## src/rtl/wb_led_walker.sv

```systemverilog
// Wishbone slave that sweeps one lit LED across NLEDS outputs at a programmable step rate.
// Acks each accepted request one cycle later; CTRL/DIV writes stall while a walk is running.
module wb_led_walker #(
  parameter int          NLEDS   = 8,
  parameter logic [31:0] CLK_DIV = 32'd12_000_000
) (
  input  logic             i_clk,
  input  logic             i_reset,
  input  logic             i_cyc,
  input  logic             i_stb,
  input  logic             i_we,
  input  logic [1:0]       i_addr,
  input  logic [31:0]      i_data,
  output logic             o_stall,
  output logic             o_ack,
  output logic [31:0]      o_data,
  output logic [NLEDS-1:0] o_led
);

  localparam int            PW   = $clog2(NLEDS);
  localparam logic [PW-1:0] LAST = PW'(NLEDS - 1);

  // IDLE means not busy; UP/DOWN is the current sweep direction.
  typedef enum logic [1:0] {IDLE, UP, DOWN} state_t;

  state_t        state, state_n;
  logic [PW-1:0] pos, pos_n;
  logic [7:0]    passes, passes_n;
  logic [31:0]   cnt, cnt_n;
  logic [31:0]   div, div_n;
  logic [1:0]    mode, mode_n;
  logic [7:0]    rep, rep_n;
  logic          busy, accept, step, oneway, cont;
  logic [7:0]    pos8;
  logic [31:0]   rdata;

  assign busy    = (state != IDLE);
  assign o_stall = busy && i_we && (i_addr == 2'd0 || i_addr == 2'd1);
  assign accept  = i_cyc && i_stb && !o_stall;
  assign oneway  = (mode == 2'd1);
  assign cont    = (mode == 2'd2);
  assign pos8    = 8'(pos);
  assign o_led   = busy ? (NLEDS'(1) << pos) : '0;

  always_comb begin
    rdata = '0;
    case (i_addr)
      2'd0:    rdata = {22'd0, mode, rep};
      2'd1:    rdata = div;
      2'd2:    rdata = {busy, 7'd0, passes, 8'd0, pos8};
      default: rdata = '0;
    endcase
  end

  always_comb begin
    state_n  = state;
    pos_n    = pos;
    passes_n = passes;
    cnt_n    = cnt;
    div_n    = div;
    mode_n   = mode;
    rep_n    = rep;
    step     = busy && (cnt == 32'd0);

    if (busy) cnt_n = step ? div - 32'd1 : cnt - 32'd1;

    if (step) begin
      case (state)
        UP: begin
          if (pos != LAST) begin
            pos_n = pos + PW'(1);
          end else if (oneway) begin
            if (passes > 8'd1) begin
              pos_n    = '0;
              passes_n = passes - 8'd1;
            end else begin
              state_n  = IDLE;
              pos_n    = '0;
              passes_n = '0;
            end
          end else begin
            state_n = DOWN;
            pos_n   = pos - PW'(1);
          end
        end
        DOWN: begin
          if (pos != '0) begin
            pos_n = pos - PW'(1);
          end else if (cont) begin
            state_n = UP;
            pos_n   = PW'(1);
          end else if (passes > 8'd1) begin
            // Bounce passes restart at 0, so position 0 is held across the boundary.
            state_n  = UP;
            passes_n = passes - 8'd1;
          end else begin
            state_n  = IDLE;
            passes_n = '0;
          end
        end
        default: ;
      endcase
    end

    if (accept && i_we) begin
      case (i_addr)
        2'd0: begin
          mode_n   = i_data[9:8];
          rep_n    = i_data[7:0];
          state_n  = UP;
          pos_n    = '0;
          cnt_n    = div - 32'd1;
          if (i_data[9:8] == 2'd2)
            passes_n = '0;
          else
            passes_n = (i_data[7:0] == 8'd0) ? 8'd1 : i_data[7:0];
        end
        2'd1:    div_n = (i_data == 32'd0) ? 32'd1 : i_data;
        2'd3: begin
          state_n  = IDLE;
          pos_n    = '0;
          passes_n = '0;
        end
        default: ;
      endcase
    end
  end

  always_ff @(posedge i_clk or posedge i_reset) begin
    if (i_reset) begin
      state  <= IDLE;
      pos    <= '0;
      passes <= '0;
      cnt    <= CLK_DIV - 32'd1;
      div    <= CLK_DIV;
      mode   <= '0;
      rep    <= '0;
      o_ack  <= 1'b0;
      o_data <= '0;
    end else begin
      state  <= state_n;
      pos    <= pos_n;
      passes <= passes_n;
      cnt    <= cnt_n;
      div    <= div_n;
      mode   <= mode_n;
      rep    <= rep_n;
      o_ack  <= accept;
      if (accept) o_data <= rdata;
    end
  end

endmodule

```

## config.mk

```make
export PLATFORM = sky130hd
export DESIGN_NAME = wb_led_walker
export DESIGN_NICKNAME = d
export VERILOG_FILES = /design/src/rtl/wb_led_walker.sv
export SDC_FILE = /design/constraint.sdc
export NUM_CORES = 1
export LEC_CHECK = 0
export BUFFER_PORTS_ARGS = -buffer_cell sky130_fd_sc_hd__buf_2
export CORE_MARGIN = 2
export CORE_UTILIZATION = 48
export DETAILED_ROUTE_END_ITERATION = 8
export PLACE_DENSITY = 0.68
export SETUP_SLACK_MARGIN = 0.2
export SYNTH_ARGS = -nofsm -noshare
export SYNTH_HDL_FRONTEND = slang
export SYNTH_SLANG_ARGS = --single-unit
```

## constraint.sdc

```tcl
create_clock -name i_clk -period 5.3 [get_ports i_clk]
set_clock_uncertainty 0.15 [all_clocks]
set_input_delay 0.53 -clock i_clk [delete_from_list [all_inputs] [get_ports i_clk]]
set_output_delay 0.53 -clock i_clk [all_outputs]
set_load 0.01 [all_outputs]
```

==> reports/metrics.csv <==
stage;metric;value;unit
hold_path;min_path_type;primary input to asynchronous set/reset pin;
placement;gp_congestion;0.917;
global_route;grt_overflow;0;
synth;synth.distinct_cells;69;
timing;rsz0062_at_grt;no;
placement;hpwl;14.1;mm
synth;yosys.area.top_type;dfrtp_1;
setup_path;reg2regPathDepth;9;
status;status;finished, final reports clean;
synth;synth_edf_count;0;
floorplan;rows;43;
placement;port-buffer-count;80;
setup_path;worstSetupStartpoint;state[0];
timing;period_minus_slack;3.06;ns
timing;clock.fmax;327;MHz
global_route;grt_pass1_wl;31.4;mm
setup_path;critPathArrivalTime;3.26;ns
placement;place_area;7400;um2
setup_path;crit_end;o_data[29];
placement;dp_cells;937;
synth;ys_warn_count;0;
floorplan;core_region_area;14000;um2
floorplan;start_util;49.7;%
cells_and_area;layout_commonest_cell;dfrtp_1;
drt;drc_errors;0;
cells_and_area;multi_input_area;3610;um2
drt;wl_per_cell;20.3;um
floorplan;dieArea;15500;um2
flow_run;cap_violations;0;
floorplan;io_pins;81;
power_and_ir_drop;peakVddDrop;0.249;mV
cells_and_area;synthToLayoutAreaGrowth;15.7;%
drt;vias;6076;
synth;synthArstFlopShare;100;%
clock_tree;post_cts_resize_count;0;
synth;synth_area;6950;um2
setup_path;crit_fanout;36;
setup_path;timing.rr.start;state[0];
setup_path;end_kind;flip-flop;
setup_path;cp.required;5.50;ns
clock_tree;cts_setup_buffers;0;
global_route;grt_start_max_net_pins;63;
drt;drtIter0Drc;603;
global_route;grt_pass1_vias;5870;
floorplan;die_width;124;um
clock_tree;postCtsHoldBufs;0;
timing;relSlewSlack;19.5;%
timing;finalCritPeriodShare;57.7;%
cells_and_area;fillCellCount;1232;
clock_tree;cts.sinks;120;
clock_tree;cts_buffers;17;
synth;synth-main-ff-cell;dfrtp_1;
setup_path;r2r_slack;2.24;ns
clock_tree;cts.htree.levels;4;
cells_and_area;regArea;3040;um2
setup_path;critical_path_class;flip-flop to flip-flop;
timing;hold_viol;0;
setup_path;r2r_end;o_data[29];
cells_and_area;layout.cells.non_filler;969;
synth;netlist_instances;712;
clock_tree;cts.clk_slew.worst_paths;0.06;ns
global_route;antenna_found_initial;0;
drt;drtPass1Iterations;6;
cells_and_area;nets;834;
setup_path;startpoint_type;flip-flop;
clock_tree;cts_tree;yes;
cells_and_area;drive_gt1_share;21.8;%
timing;finalSetupTns;0;ns
synth;yosysTopAreaCellShare;33.5;%
clock_tree;root_buffer;clkbuf_16;
global_route;grt_usage;25.5;%
synth;synth_fp_nets;770;
timing;tightest_slew;1.20;ns
cells_and_area;final_cell_mix;93 x dfrtp_1, 80 x buf_2, 69 x nor2_1;
floorplan;die_y;124;um
drt;via_per_inst;6.27;
drt;ant_nets;0;
cells_and_area;antenna_cells;0;
timing;slew_violations;0;
power_and_ir_drop;p_leak;0.00340;uW
synth;ys_seq_area_share;43.7;%
power_and_ir_drop;power_density;474;nW/um2
synth;ys_ff_latch;120;
drt;routed_wl;19.7;mm
clock_tree;clockBufferDepth;2;
synth;ys_top_cells_by_area;dfrtp_1 34%, dfstp_2 10%, xnor2_1 4.9%;
timing;finalSetupViolCount;0;
cells_and_area;fin_area;8030;um2
clock_tree;clk_latency;0.42;ns
synth;postSynthAreaPerCell;9.76;um2
where the power goes:
group	internal (uW)	switching, uW	total (uW)
Combinational	445	507	952
Clock	814	424	1240
Sequential	1250	370	1620
Total	2510	1300	3810
worst min-delay path by stage:
stage	startpoint	to	slack (ns)	depth (start not counted)
5_1_grt	i_reset	cnt[29]	0.17	2
6_report	i_reset	div[30]	0.11	2
2_1_floorplan	div[0]	cnt[0]	0.29	1
3_5_place_dp	o_data[12]	o_data[12]	0.31	2
3_3_place_gp	rep[3]	rep[3]	0.31	2
4_1_cts	i_reset	cnt[29]	0.13	2
kinds of logic after synthesis:
| kind of cell | count (synthesis) | synth area share, % |
|---|---|---|
| simple gates | 297 | 22.9 |
| compound gates | 130 | 14.4 |
| flops | 120 | 43.7 |
| buf+inv | 63 | 4.39 |
| xor+xnor | 52 | 6.56 |
| mux | 31 | 4.61 |
| fa+ha+maj | 19 | 3.42 |
registers in the layout (all words and copies together) (netlist names):
name    cells
rep         8
state       2
passes      8
mode        2
cnt        32
div        32
o_ack       1
pos         3
o_data     32
stage by stage:
step                      power [uW]  hold WS (ns)  worst slack (ns)  utilization (%)
final                           3810         0.108              2.24             57.4
after CTS                       3800         0.126              2.26             57.4
after detailed placement        2550         0.309              2.30             52.9
after global placement          2510         0.314              2.47             52.9
after global routing            4000         0.171              2.00             57.4
after floorplan                 2250         0.295              1.48                -
Yosys cell counts, types with 3 or more instances:
cell / count
a21boi_0: 3
a21oi_1: 7
a221oi_1: 17
a222oi_1: 3
a22o_1: 29
a22oi_1: 6
a31oi_1: 3
and2_1: 5
and3_1: 7
buf_1: 3
buf_2: 3
buf_6: 8
clkbuf_1: 25
dfrtp_1: 93
dfstp_2: 27
ha_1: 19
inv_1: 22
mux2_2: 8
mux2i_1: 23
nand2_1: 59
nand2b_1: 10
nand3_1: 30
nand4_1: 7
nor2_1: 70
nor2b_1: 8
nor3_1: 26
nor4_1: 26
nor4_2: 3
nor4b_1: 4
o211ai_1: 13
o21a_1: 3
o21ai_0: 17
o221ai_1: 3
o31ai_1: 6
or3_1: 14
or4_1: 6
or4_4: 5
xnor2_1: 39
xor2_1: 13
critical path, stage by stage, from the launching register on:
cell     delay [ns]
dfrtp_1        0.38
inv_1          0.10
ha_1           0.61
o21ba_2        0.27
nand2_1        0.08
nand3_1        0.08
buf_4          0.26
inv_1          0.76
nand3_1        0.17
nand2_1        0.12
final cells by class:
type,count,area share [%]
multi-input cells,529,44.9
flip-flops and latches,120,37.8
clock buffers,22,5.78
repair buffers,86,5.54
well taps,180,2.80
clock inverters,10,2.09
inverters,22,1.06
layer usage:
metal  track usage, %  share of wire (%)  vias up
li1                 -                  -     2744
met1             35.0                 43     3047
met2             40.3                 48      241
met3             4.98                6.1       44
met4             9.72                2.8        0
met5                0                  0        -
Note: power is estimated with default switching activity, not from simulation.
